<file path="src/rtl/branch_pkg.sv">
// Shared types for the branch recovery sequencer and its predictor-update FIFO.
package branch_pkg;

  typedef enum logic [1:0] {
    IDLE     = 2'd0,
    REDIRECT = 2'd1,
    SQUASH   = 2'd2
  } rc_state_t;

  typedef struct packed {
    logic [31:0] pc;
    logic [31:0] target;
    logic        taken;
  } upd_rec_t;

  localparam logic [31:0] PC_INC = 32'd4;

endpackage

</file>
<file path="src/rtl/upd_fifo.sv">
// Synchronous FIFO of predictor training records; head is zeroed while empty
// so the update port reads all-zero after reset.
module upd_fifo
  import branch_pkg::*;
#(
  parameter int DEPTH = 2
) (
  input  logic     clk,
  input  logic     rst,
  input  logic     push,
  input  upd_rec_t push_data,
  input  logic     pop,
  output upd_rec_t head,
  output logic     full,
  output logic     empty
);

  localparam int AW = (DEPTH > 1) ? $clog2(DEPTH) : 1;

  upd_rec_t          r_mem [DEPTH];
  logic [AW-1:0]     r_wr_ptr;
  logic [AW-1:0]     r_rd_ptr;
  logic [AW:0]       r_count;
  logic              w_push_ok;
  logic              w_pop_ok;

  assign full      = (r_count == (AW+1)'(DEPTH));
  assign empty     = (r_count == '0);
  assign w_pop_ok  = pop && !empty;
  // A full FIFO still takes a push when the head leaves in the same cycle.
  assign w_push_ok = push && (!full || w_pop_ok);
  assign head      = empty ? '0 : r_mem[r_rd_ptr];

  always_ff @(posedge clk) begin
    if (w_push_ok) begin
      r_mem[r_wr_ptr] <= push_data;
    end
  end

  always_ff @(posedge clk) begin
    if (rst) begin
      r_wr_ptr <= '0;
      r_rd_ptr <= '0;
      r_count  <= '0;
    end else begin
      if (w_push_ok) r_wr_ptr <= r_wr_ptr + 1'b1;
      if (w_pop_ok)  r_rd_ptr <= r_rd_ptr + 1'b1;
      case ({w_push_ok, w_pop_ok})
        2'b10:   r_count <= r_count + 1'b1;
        2'b01:   r_count <= r_count - 1'b1;
        default: r_count <= r_count;
      endcase
    end
  end

endmodule

</file>
<file path="src/rtl/branch_recovery_ctrl.sv">
// Redirect/flush/squash sequencer for EX-resolved branches, with a training
// record queue toward the predictor and saturating performance counters.
module branch_recovery_ctrl
  import branch_pkg::*;
#(
  parameter int SQUASH_CYCLES = 2,
  parameter int UPD_DEPTH     = 2,
  parameter int CNT_W         = 16
) (
  input  logic             clk,
  input  logic             rst,
  input  logic             resolve_valid,
  input  logic             mispredict,
  input  logic             decision,
  input  logic [31:0]      resolve_pc,
  input  logic [31:0]      target_pc,
  output logic             redirect_valid,
  output logic [31:0]      redirect_pc,
  output logic             flush_ifid,
  output logic             flush_idex,
  output logic             squashing,
  output logic             upd_valid,
  input  logic             upd_ready,
  output logic [31:0]      upd_pc,
  output logic [31:0]      upd_target,
  output logic             upd_taken,
  output logic [CNT_W-1:0] branch_count,
  output logic [CNT_W-1:0] mispredict_count,
  output logic [CNT_W-1:0] drop_count
);

  rc_state_t        r_state;
  logic [3:0]       r_sq_cnt;
  logic             r_redirect;
  logic             r_squashing;
  logic [31:0]      r_redirect_pc;
  logic [CNT_W-1:0] r_branch_cnt;
  logic [CNT_W-1:0] r_mispred_cnt;
  logic [CNT_W-1:0] r_drop_cnt;

  logic             w_accept;
  logic             w_pop;
  logic             w_drop;
  logic             w_full;
  logic             w_empty;
  upd_rec_t         w_push_rec;
  upd_rec_t         w_head;

  assign w_accept   = resolve_valid && (r_state == IDLE);
  assign w_pop      = !w_empty && upd_ready;
  assign w_drop     = w_accept && w_full && !w_pop;
  assign w_push_rec = '{pc: resolve_pc, target: target_pc, taken: decision};

  upd_fifo #(.DEPTH(UPD_DEPTH)) u_upd_fifo (
    .clk       (clk),
    .rst       (rst),
    .push      (w_accept),
    .push_data (w_push_rec),
    .pop       (w_pop),
    .head      (w_head),
    .full      (w_full),
    .empty     (w_empty)
  );

  always_ff @(posedge clk) begin
    if (rst) begin
      r_state       <= IDLE;
      r_sq_cnt      <= '0;
      r_redirect    <= 1'b0;
      r_squashing   <= 1'b0;
      r_redirect_pc <= '0;
    end else begin
      case (r_state)
        IDLE: begin
          if (w_accept && mispredict) begin
            r_state       <= REDIRECT;
            r_redirect    <= 1'b1;
            r_redirect_pc <= decision ? target_pc : resolve_pc + PC_INC;
          end
        end
        REDIRECT: begin
          r_state     <= SQUASH;
          r_redirect  <= 1'b0;
          r_squashing <= 1'b1;
          r_sq_cnt    <= 4'(SQUASH_CYCLES);
        end
        SQUASH: begin
          // Counter value 1 marks the last squashed cycle.
          if (r_sq_cnt == 4'd1) begin
            r_state     <= IDLE;
            r_squashing <= 1'b0;
          end else begin
            r_sq_cnt <= r_sq_cnt - 1'b1;
          end
        end
        default: begin
          r_state     <= IDLE;
          r_redirect  <= 1'b0;
          r_squashing <= 1'b0;
        end
      endcase
    end
  end

  always_ff @(posedge clk) begin
    if (rst) begin
      r_branch_cnt  <= '0;
      r_mispred_cnt <= '0;
      r_drop_cnt    <= '0;
    end else begin
      if (w_accept && !(&r_branch_cnt))               r_branch_cnt  <= r_branch_cnt + 1'b1;
      if (w_accept && mispredict && !(&r_mispred_cnt)) r_mispred_cnt <= r_mispred_cnt + 1'b1;
      if (w_drop && !(&r_drop_cnt))                   r_drop_cnt    <= r_drop_cnt + 1'b1;
    end
  end

  assign redirect_valid   = r_redirect;
  assign flush_ifid       = r_redirect;
  assign flush_idex       = r_redirect;
  assign redirect_pc      = r_redirect_pc;
  assign squashing        = r_squashing;
  assign upd_valid        = !w_empty;
  assign upd_pc           = w_head.pc;
  assign upd_target       = w_head.target;
  assign upd_taken        = w_head.taken;
  assign branch_count     = r_branch_cnt;
  assign mispredict_count = r_mispred_cnt;
  assign drop_count       = r_drop_cnt;

endmodule

</file>
<file path="config.mk">
export PLATFORM = sky130hd
export DESIGN_NAME = branch_recovery_ctrl
export DESIGN_NICKNAME = d
export VERILOG_FILES = /design/src/rtl/branch_pkg.sv /design/src/rtl/upd_fifo.sv /design/src/rtl/branch_recovery_ctrl.sv
export SDC_FILE = /design/constraint.sdc
export NUM_CORES = 1
export LEC_CHECK = 0
export BUFFER_PORTS_ARGS = -buffer_cell sky130_fd_sc_hd__buf_2
export CAP_MARGIN = 20
export CORE_MARGIN = 2
export CORE_UTILIZATION = 56
export CTS_BUF_LIST = sky130_fd_sc_hd__clkbuf_4
export DETAILED_ROUTE_END_ITERATION = 8
export PLACE_DENSITY = 0.83
export SETUP_SLACK_MARGIN = 0.2
export SYNTH_ARGS = -nofsm -noshare
export SYNTH_HDL_FRONTEND = slang
export SYNTH_SLANG_ARGS = --single-unit
</file>
<file path="constraint.sdc">
create_clock -name clk -period 13.13 [get_ports clk]
set_input_delay 1.313 -clock clk [delete_from_list [all_inputs] [get_ports clk]]
set_output_delay 1.313 -clock clk [all_outputs]
set_load 0.05 [all_outputs]
</file>
=== After elaboration in Yosys (flattened, before gate mapping) ===
Memories as Yosys holds them, arrays and structs flattened. A register that Yosys moved wholly into a read port is not among the register bits.
Cells that the tools add are included.

* Flip-flop bits (word level): 92
* RAM bits: 130
* Bits of input ports: 70
* Output and inout bits: 150
* Memories: 1

{| class="wikitable"
|+ Memories
! memory !! words !! bits a word !! read ports !! clocked after memory_dff !! write ports !! RTL line !! source
|-
| u_upd_fifo.r_mem || 2 || 65 || 1 || 1 || 1 || upd_fifo.sv:20 || <nowiki>upd_rec_t r_mem [DEPTH];</nowiki>
|}

* $add $sub $neg: 9
* Equality and inequality tests: 9
* Mux-type cells: 16
* Bitwise logic cells: 2
* Reduce and logical (&&, ||, !) cells: 29

{| class="wikitable"
|+ Operator list
! operator !! number
|-
| 65-bit 2-to-1 mux || 1
|-
| 16-bit by 1-bit adder with 16-bit output, second input constant || 3
|-
| 16-bit AND reduction || 3
|-
| 32-bit by 3-bit adder with 32-bit output, second input constant || 1
|-
| 32-bit 2-to-1 mux || 1
|-
| 1-bit logical AND || 10
|-
| 2-bit AND reduction || 5
|-
| 4-bit case mux with 2 select lines || 1
|-
| 2-bit == test, second input constant || 3
|-
| 1-bit logical NOT || 6
|-
| 1-bit 2-to-1 mux || 6
|-
| 2-bit case mux with 3 select lines || 1
|-
| 2-bit by 1-bit == test with 1-bit output, second input constant || 2
|-
| 4-bit by 1-bit == test with 1-bit output, second input constant || 1
|-
| 2-bit logical NOT || 2
|-
| 2-bit 2-to-1 mux || 2
|-
| 4-bit 2-to-1 mux || 1
|-
| 2-bit != test, second input constant || 2
|-
| 2-bit case mux with 2 select lines || 1
|-
| 2-bit nonzero test || 2
|-
| 4-bit by 1-bit subtractor with 4-bit output, second input constant || 1
|-
| 1-bit case mux with 3 select lines || 1
|-
| 1-bit adder, second input constant || 2
|-
| 2-bit by 1-bit adder with 2-bit output, second input constant || 1
|-
| 5 further kinds || 6
|}

=== Logic depth before layout (Yosys ltp) ===
Gate-level depths: netlist of the first run.

* Depth after elaboration: 8
* Mapped depth: 7
* Gate-level depth less buffers: 7

=== Modules after synthesis ===
A second synthesis of the first run with hierarchy kept.

* Cell total of the unflattened synthesis: 876
* Area total of the unflattened synthesis: 9849.4 sq um

{| class="wikitable"
|+ Modules (own cells, without submodules)
! module !! times used !! cells each !! area each (sq um) !! seq. area each (sq um)
|-
| upd_fifo || 1 || 304 || 5147.4 || 4003.8
|-
| branch_recovery_ctrl || 1 || 572 || 4702.0 || 1761.7
|}

=== Least setup slack after synthesis of the first run ===
OpenSTA, ideal clock, no wires.

* Path type: input-to-reg
* Start: input resolve_valid
* End: memory u_upd_fifo.r_mem[0][0] in the netlist's numbering, enable pin
* Arrival: 4704 ps
* Setup slack: 7938 ps
* Cell stages on the path: 4
* Path buffers: 0
* Cell sequence: or3b_1 > nor2_1 > inv_1 > nor2_1

* Cells in the longest elaborated chain, start to end: 4

{| class="wikitable"
|+ RTL lines
! element !! RTL line !! source
|-
| from (decl) || branch_recovery_ctrl.sv:12 || <nowiki>input logic resolve_valid,</nowiki>
|-
| 1-bit logical AND || branch_recovery_ctrl.sv:49 || <nowiki>assign w_accept = resolve_valid && (r_state == IDLE);</nowiki>
|-
| 1-bit logical AND || upd_fifo.sv:31 || <nowiki>assign w_push_ok = push && (!full || w_pop_ok);</nowiki>
|-
| 1-bit 2-to-1 mux || upd_fifo.sv:35 || <nowiki>if (w_push_ok) begin</nowiki>
|-
| 1-bit 2-to-1 mux (implied by the code) || upd_fifo.sv:36 || <nowiki>r_mem[r_wr_ptr] <= push_data;</nowiki>
|-
| to (decl) || upd_fifo.sv:20 ||
|}

No other way between the ends.

==> flow_summary.json, run 1 <==
{
  "status": "completed",
  "synthArstFlopShare_pct": 0,
  "tns_ns": 0,
  "ys_seq_area_share_pct": 59.11,
  "start_kind": "register",
  "placed_area_um2": 11010,
  "hp-class": "register to register",
  "final_core_util_pct": 68.27,
  "cp_max_fo": 65,
  "avgViaCountPerCell": 5.575,
  "grtUsageTotal_pct": 25.37,
  "fp-row-count": 48,
  "slew_headroom_pct": 22.01,
  "die-height_um": 136.0,
  "fin_cells": 1382,
  "dp_cells": 1277,
  "criticalPathCategory": "register to output port",
  "finalHoldViolations": 0,
  "die_w_um": 136.0,
  "holdPathStages": 2,
  "clk_pin_slew_worst_paths_ns": 0.07,
  "cts_max_level": 2,
  "stdcell_area_um2": 11730,
  "ir_worst_vdd_v": 0.0001388,
  "area_growth_syn_to_layout_pct": 20.22,
  "grt_pass1_vias": 7289,
  "r2r_start": "u_upd_fifo.r_count[0]$_SDFFE_PP0P_",
  "synth_cell_types": 52,
  "p_leak_nw": 4.519,
  "grt_overflow": 0,
  "drt_iter0_drc": 544,
  "multi_input_area_um2": 3750,
  "setup_violations": 0,
  "cellPowerDensity_nw_per_um2": 187.5,
  "syn_area_um2": 9754,
  "max_freq_ghz": 0.2548,
  "hold-path-endpoint": "redirect_pc[4]$_SDFFE_PP0P_",
  "tritoncts": "built",
  "port_buffers": 219,
  "worst_pin_slew_ns": 1.170,
  "cts_resized": 0,
  "drive_above_1_share_pct": 28.57,
  "synthCells": 874,
  "skew_ns": 0.02219,
  "num_vias": 7705,
  "avgSynthCellArea_um2": 11.16,
  "cts_setup_buffers": 0,
  "ioPinCount": 220,
  "drtAntennaViolNets": 0,
  "fillers": 1324,
  "start_util_pct": 56.79,
  "drt-wirelength-per-cell_um": 17.37,
  "synth_area_leaders": "edfxtp_1, dfxtp_1, mux2i_1",
  "gp_congestion": 0.9155,
  "r2r_setup_slack_ns": 10.35,
  "wl_um": 24010,
  "grt_pass1_wl_um": 36630,
  "reg2reg_to": "u_upd_fifo.r_count[1]$_SDFFE_PP0P_",
  "clk_latency_ns": 0.65,
  "yosys.area.top_type": "edfxtp_1",
  "synth_ff_type": "edfxtp_1",
  "ys_ff_latch": 223,
  "final_cell_mix": "buf_2, nor2_1, edfxtp_1",
  "seqCellArea_um2": 5769,
  "yosys_warnings": 0,
  "fin_crit_ns": 3.924,
  "synth_edf_count": 130,
  "core_um2": 17180,
  "drv_cap": 0,
  "grt_max_degree": 95,
  "dp_hpwl_um": 15890,
  "cts_buffer_depth": 3,
  "syn-num-nets": 951,
  "cts_root_buffer": "clkbuf_4",
  "route.detailed.drc": 0,
  "period_share_pct": 29.89,
  "crit_path_end_kind": "output port",
  "nets": 1188,
  "r2r.worst_path.cells": 7,
  "rsz0062_at_grt": "no",
  "drv_slew": 0,
  "cts_sinks": 223,
  "antenna_found_initial": 2,
  "crit_required_ns": 11.82,
  "min_from": "redirect_pc[4]$_SDFFE_PP0P_",
  "yosysTopAreaCellShare_pct": 40.02,
  "firstDrtPassIters": 5,
  "arrival_ns": 2.61,
  "cts_buffers": 56,
  "die_area_um2": 18490,
  "hold_buffers": 0,
  "mostFrequentLayoutCell": "buf_2"
}
where the power goes:
part / internal (mW) / switching, mW / leakage, nW
registers: 0.806 / 0.0236 / 1.97
logic: 0.184 / 0.624 / 2.13
clock network: 0.295 / 0.267 / 0.422
total: 1.28 / 0.914 / 4.52
per-stage QoR:
stage               setup WS (ns)  hold WS [ns]  total power [mW]
detailed placement          9.441        0.4444             1.656
CTS                         9.191        0.4597             2.220
global route                9.099        0.4831             2.296
floorplan                   7.938        0.4657             1.459
global placement            9.595        0.4356             1.643
finish                      9.206        0.4585             2.199
per-layer routing:
| metal | GRT usage [%] | vias up | wire length (um) |
|---|---|---|---|
| li1 | - | 3678 | - |
| met1 | 30.30 | 3683 | 9606 |
| met2 | 43.80 | 308 | 11900 |
| met3 | 7.644 | 36 | 2006 |
| met4 | 8.565 | 0 | 495 |
| met5 | 0 | - | 0 |
how the worst max path moves through the flow:
stage                     depth (start not counted)  slack [ns]                           endpoint                               start
after floorplan                                   4        7.94   u_upd_fifo.r_mem[0][0]$_DFFE_PP_                       resolve_valid
after global placement                            6        9.59  mispredict_count[13]$_SDFFE_PP0P_                       resolve_valid
after detailed placement                          6        9.44  mispredict_count[13]$_SDFFE_PP0P_                       resolve_valid
after CTS                                         4        9.19                          upd_valid  u_upd_fifo.r_count[0]$_SDFFE_PP0P_
after global routing                              4        9.10                     upd_target[13]                            register
final                                             4        9.21                     upd_target[13]                            register
critical path, cell delays in order (launching register included):
cell,delay (ns)
dfxtp_4,0.33
buf_4,0.80
mux2i_1,0.19
nor2_1,0.21
buf_2,0.30
cell usage after synthesis (all sizes together) (2+ instances only):
cell type,count
a211oi,20
nor4b,2
clkbuf,36
inv,18
or4,3
nand4,24
and2,6
o21a,2
buf,11
ha,7
edfxtp,130
nor2,144
nor3b,7
a2111oi,3
a31oi,7
xor2,19
or3,8
o2111ai,2
dfxtp,93
and3,12
mux2i,73
nand3,32
nand2,46
and4,8
o21ai,28
a21oi,30
nand3b,11
nor3,14
o22ai,5
nor4,15
xnor2,48
cell type report:
class                           instances  area share [%]
Antenna cell                            2         0.04268
Clock buffer                           85           5.442
Clock inverter                         17          0.5655
Inverter                               18          0.5762
Multi-Input combinational cell        586           31.98
Sequential cell                       223           49.20
Tap cell                              225           2.401
Timing Repair Buffer                  226           9.795
kinds of logic (layout without fill, tap and decap cells):
group           count (synthesis)  after routing  synth area share (%)
xor+xnor                       67             67                 6.016
fa+ha+maj                       7              7                0.8979
buf+inv                        65            346                 2.629
compound gates                104            104                 6.670
flops                         223            223                 59.11
other cells                     0              2                     0
mux                            73             73                 7.491
simple gates                  335            335                 17.19
flip-flops by register name (all words and copies together) (netlist names), named ones only:
signal and count:
branch_count 16, drop_count 16, flush_idex 1, mispredict_count 16, r_sq_cnt 4, r_state 2
redirect_pc 32, squashing 1, u_upd_fifo.r_count 2, u_upd_fifo.r_mem 130, u_upd_fifo.r_rd_ptr 1, u_upd_fifo.r_wr_ptr 1
Note: power is estimated with default switching activity, not from simulation.
==> run 2: changes to the inputs <==
--- a/config.mk
+++ b/config.mk
@@ -8,10 +8,10 @@
 export BUFFER_PORTS_ARGS = -buffer_cell sky130_fd_sc_hd__buf_2
 export CAP_MARGIN = 20
 export CORE_MARGIN = 2
-export CORE_UTILIZATION = 56
+export CORE_UTILIZATION = 51
 export CTS_BUF_LIST = sky130_fd_sc_hd__clkbuf_4
 export DETAILED_ROUTE_END_ITERATION = 8
-export PLACE_DENSITY = 0.83
+export PLACE_DENSITY = 0.8
 export SETUP_SLACK_MARGIN = 0.2
 export SYNTH_ARGS = -nofsm -noshare
 export SYNTH_HDL_FRONTEND = slang
==> constraint.sdc (replaced) <==
create_clock -name clk -period 3.2 [get_ports clk]
set_input_delay 0.32 -clock clk [delete_from_list [all_inputs] [get_ports clk]]
set_output_delay 0.32 -clock clk [all_outputs]
set_load 0.05 [all_outputs]
==> flow_summary.json, run 2 (synthesized netlist as in run 1, its figures left out) <==
{
  "clk_pin_slew_worst_paths_ns": 0.07,
  "ioPinCount": 220,
  "start_util_pct": 52.15,
  "final_core_util_pct": 66.83,
  "firstDrtPassIters": 5,
  "drv_slew": 0,
  "drv_cap": 0,
  "holdPathStages": 2,
  "grt_overflow": 0,
  "criticalPathCategory": "register to output port",
  "arrival_ns": 2.36,
  "max_freq_ghz": 0.3732,
  "tns_ns": 0,
  "port_buffers": 219,
  "route.detailed.drc": 0,
  "nets": 1255,
  "final_cell_mix": "buf_2, nor2_1, edfxtp_1",
  "gp_congestion": 0.8329,
  "r2r.worst_path.cells": 6,
  "antenna_found_initial": 4,
  "skew_ns": 0.05451,
  "dp_hpwl_um": 16080,
  "placed_area_um2": 11090,
  "cts_max_level": 2,
  "grt_pass1_wl_um": 38850,
  "p_leak_nw": 4.842,
  "status": "completed",
  "setup_violations": 0,
  "cts_root_buffer": "clkbuf_4",
  "drt_iter0_drc": 585,
  "fp-row-count": 50,
  "die_w_um": 142.3,
  "cts_setup_buffers": 0,
  "cts_resized": 0,
  "setup_ws_ns": 0.5201,
  "top_register": "u_upd_fifo.r_mem",
  "clk_latency_ns": 0.66,
  "hp-class": "primary input to register",
  "area_growth_syn_to_layout_pct": 28.16,
  "rsz0062_at_grt": "no",
  "largest_reg_flops": 130,
  "wl_um": 25200,
  "hold-path-endpoint": "redirect_pc[18]$_SDFFE_PP0P_",
  "mostFrequentLayoutCell": "buf_2",
  "stdcell_area_um2": 12500,
  "crit_chain": "buf_12 -> mux2i_1 -> nor2_1 -> buf_2",
  "cts_sinks": 223,
  "cts_buffer_depth": 3,
  "crit_path_end_kind": "output port",
  "start_kind": "register",
  "die_area_um2": 20250,
  "hold_buffers": 64,
  "cp_max_fo": 33,
  "drt-wirelength-per-cell_um": 17.25,
  "pre_cts_slack_ns": 0.7803,
  "avgViaCountPerCell": 5.422,
  "die-height_um": 142.3,
  "finalHoldViolations": 0,
  "holdWs_ns": 0.08936,
  "cellPowerDensity_nw_per_um2": 745.0,
  "reg2reg_to": "redirect_pc[25]$_SDFFE_PP0P_",
  "grtUsageTotal_pct": 24.33,
  "drtAntennaViolNets": 0,
  "drive_above_1_share_pct": 27.45,
  "grt_max_degree": 66,
  "r2r_start": "r_state[1]$_SDFFE_PP0P_",
  "grt_pass1_vias": 7626,
  "ir_worst_vdd_v": 0.0004115,
  "slew_headroom_pct": 40.92,
  "cpMaxStageDelayCell": "dfxtp_4",
  "period_share_pct": 83.75,
  "fin_crit_ns": 2.680,
  "core_um2": 18710,
  "worst_pin_slew_ns": 0.8789,
  "worst_path_largest_cell_delay_ns": 0.76,
  "crit_required_ns": 2.88,
  "cts_buffers": 56,
  "num_vias": 7921,
  "r2r_setup_slack_ns": 0.87,
  "tritoncts": "built",
  "min_from": "rst"
}
[run 2: changes by cell type in the layout (fill, tap and decap cells not counted)]
cell	change
bufinv_16	+2
diode_2	+1
clkinv_2	+1
clkinv_1	-1
buf_2	-1
buf_4	+1
inv_2	+1
dlygate4sd3_1	+64
buf_12	+3
clkbuf_4	-1
[run 2: cell type report]
class                           count  area (um2)
Antenna cell                        3       7.507
Clock buffer                       84       630.6
Clock inverter                     20       131.4
Fill cell                        1397        6205
Inverter                           18       67.56
Multi-Input combinational cell    586        3750
Sequential cell                   223        5769
Tap cell                          234       292.8
Timing Repair Buffer              293        1852
[run 2: through the flow]
stage,std cells,power (mW)
floorplan,874,5.980
global placement,1290,6.738
detailed placement,1290,6.778
CTS,1458,9.337
global route,1460,9.701
finish,1461,9.312
[run 2: critical path, delay by kind of cell, from the launching register on]
family                 cells  cell delay (ns)
multiplexers               1             0.25
flip-flops                 1             0.76
AND/OR/NAND/NOR            1             0.08
buffers and inverters      2             0.58
[run 2: power breakdown]
part / total, mW / leakage (nW) / internal, mW / switching, mW
Sequential: 3.49 / 1.97 / 3.30 / 0.183
Clock: 2.51 / 0.453 / 1.37 / 1.14
Combinational: 3.32 / 2.42 / 0.816 / 2.51
Total: 9.31 / 4.84 / 5.48 / 3.83
[run 2: how the worst max path moves through the flow]
stage / endpoint / slack, ns / cells past startpoint
after CTS: upd_target[12] / 0.46 / 4
after global routing: upd_pc[20] / 0.38 / 4
after global placement: redirect_pc[25]$_SDFFE_PP0P_ / 0.85 / 7
after floorplan: u_upd_fifo.r_mem[1][0]$_DFFE_PP_ / 0.25 / 3
final: upd_target[12] / 0.52 / 4
after detailed placement: redirect_pc[25]$_SDFFE_PP0P_ / 0.78 / 7
[run 2: per-layer routing]
layer	vias to the layer above	GRT usage (%)	wire, um
li1	3820	-	-
met1	3736	31.54	10860
met2	322	39.38	11770
met3	41	7.201	2040
met4	2	8.129	511
met5	-	0	10
==> run 3: changes to the inputs <==
==> constraint.sdc (replaced) <==
create_clock -name clk -period 2.2 [get_ports clk]
set_input_delay 0.22 -clock clk [delete_from_list [all_inputs] [get_ports clk]]
set_output_delay 0.22 -clock clk [all_outputs]
set_load 0.05 [all_outputs]
==> flow_summary.json, run 3 (synthesized netlist as in run 1, its figures left out) <==
{
  "status": "completed",
  "antenna_cells": 0,
  "holdPathStages": 3,
  "wl_met2_um": 14420,
  "fp-row-count": 50,
  "drt-wirelength-per-cell_um": 19.58,
  "route.detailed.drc": 0,
  "cpMaxStageDelayCell": "dfxtp_4",
  "period_share_pct": 96.40,
  "criticalPathCategory": "register to output port",
  "crit_chain": "buf_6 -> buf_16 -> mux2i_2 -> nor2_2 -> buf_6",
  "cellPowerDensity_nw_per_um2": 1130,
  "start_util_pct": 52.15,
  "reg2reg_to": "u_upd_fifo.r_count[1]$_SDFFE_PP0P_",
  "tns_ns": 0,
  "slew_headroom_pct": 64.67,
  "drtAntennaViolNets": 0,
  "tritoncts": "built",
  "cts_root_buffer": "clkbuf_4",
  "r2r.worst_path.cells": 6,
  "setup_ws_ns": 0.07931,
  "mostFrequentLayoutCell": "buf_2",
  "worst_path_largest_cell_delay_ns": 0.48,
  "drv_cap": 0,
  "r2r_setup_slack_ns": 0.33,
  "drv_slew": 0,
  "topRoutingLayerUsed": "met4",
  "crit_required_ns": 1.98,
  "ir_worst_vdd_v": 0.0006896,
  "clk_pin_slew_worst_paths_ns": 0.08,
  "crit_path_end_kind": "output port",
  "max_freq_ghz": 0.4715,
  "rsz0062_at_grt": "yes",
  "die_w_um": 142.3,
  "ioPinCount": 220,
  "finalHoldViolations": 0,
  "pre_cts_slack_ns": 0.2368,
  "firstDrtPassIters": 5,
  "avgViaCountPerCell": 5.637,
  "worst_pin_slew_ns": 0.5299,
  "cts_max_level": 2,
  "hold-path-endpoint": "redirect_pc[27]$_SDFFE_PP0P_",
  "grt_overflow": 0,
  "fin_crit_ns": 2.121,
  "wl_met3_um": 2054,
  "num_vias": 8320,
  "clk_latency_ns": 0.66,
  "wl_um": 28900,
  "grt_max_degree": 94,
  "cts_buffer_depth": 3,
  "nets": 1272,
  "setup_violations": 0,
  "start_kind": "register",
  "gp_congestion": 0.9054,
  "skew_ns": 0.03417,
  "drive_above_1_share_pct": 38.00,
  "antenna_found_initial": 0,
  "holdWs_ns": 0.1028,
  "totalPowerFinal_mw": 15.35,
  "top_register": "u_upd_fifo.r_mem",
  "r2r_start": "r_state[1]$_SDFFE_PP0P_",
  "die-height_um": 142.3,
  "drt_iter0_drc": 547,
  "die_area_um2": 20250,
  "final_cell_mix": "buf_2, edfxtp_1, nor2_1",
  "dp_hpwl_um": 16280,
  "grtUsageTotal_pct": 27.01,
  "arrival_ns": 1.90,
  "grt_pass1_vias": 8199,
  "area_growth_syn_to_layout_pct": 39.17,
  "largest_reg_flops": 130,
  "min_from": "rst",
  "core_um2": 18710,
  "p_leak_nw": 5.121,
  "cp_max_fo": 6,
  "grt_pass1_wl_um": 42950,
  "wl_met1_um": 11380,
  "cts_sinks": 223,
  "hp-class": "primary input to register",
  "port_buffers": 219,
  "timing.critical_path.mode_cell": "buf_6",
  "cts_buffers": 55
}
[run 3: worst max-delay path by stage]
stage / endpoint / slack, ns / depth (start not counted)
2_1_floorplan: u_upd_fifo.r_mem[0][0]$_DFFE_PP_ / -0.11 / 4
3_3_place_gp: branch_count[1]$_SDFFE_PP0P_ / 0.28 / 6
3_5_place_dp: drop_count[11]$_SDFFE_PP0P_ / 0.24 / 6
4_1_cts: upd_target[7] / 0.08 / 5
5_1_grt: upd_taken / -0.02 / 5
6_report: upd_target[3] / 0.08 / 5
[run 3: stage by stage]
stage | instances | util (%) | instance area [um2]
2_1_floorplan | 874 | - | 9937
3_3_place_gp | 1298 | 60.81 | 11370
3_5_place_dp | 1298 | 60.81 | 11370
4_1_cts | 1475 | 70.44 | 13180
5_1_grt | 1476 | 72.58 | 13580
6_report | 1476 | 72.58 | 13580
[run 3: per-layer routing]
metal / global-route usage, % / vias to the layer above
met5: 0 / -
met4: 12.61 / 0
met3: 6.729 / 69
met2: 44.90 / 374
met1: 33.28 / 4028
li1: - / 3849
[run 3: timing repair]
item	in CTS	in global routing
endpoints found under the setup margin	65	79
hold buffers	65	0
buffers inserted	4	0
resized for setup	86	103
cloned	4	1
hold endpoints to repair	160	0
pin swaps	1	9
[run 3: final cells by class]
class                           count  area, um2
Clock buffer                       78      585.6
Sequential cell                   223       5801
Clock inverter                     26      143.9
Fill cell                        1271       5130
Tap cell                          234      292.8
Inverter                           18      67.56
Multi-Input combinational cell    586       4199
Timing Repair Buffer              311       2486
[run 3: power by group]
group | leakage [nW] | internal (mW) | switching (mW)
registers | 1.98 | 4.82 | 0.228
logic | 2.71 | 2.43 | 4.36
clock network | 0.435 | 1.79 | 1.73
total | 5.12 | 9.03 | 6.32
[run 3: critical path: cells and delay by family, from the launching register on]
kind,cells,cell delay [ns]
flops,1,0.48
buf+inv,3,0.46
simple gates,1,0.07
mux,1,0.24
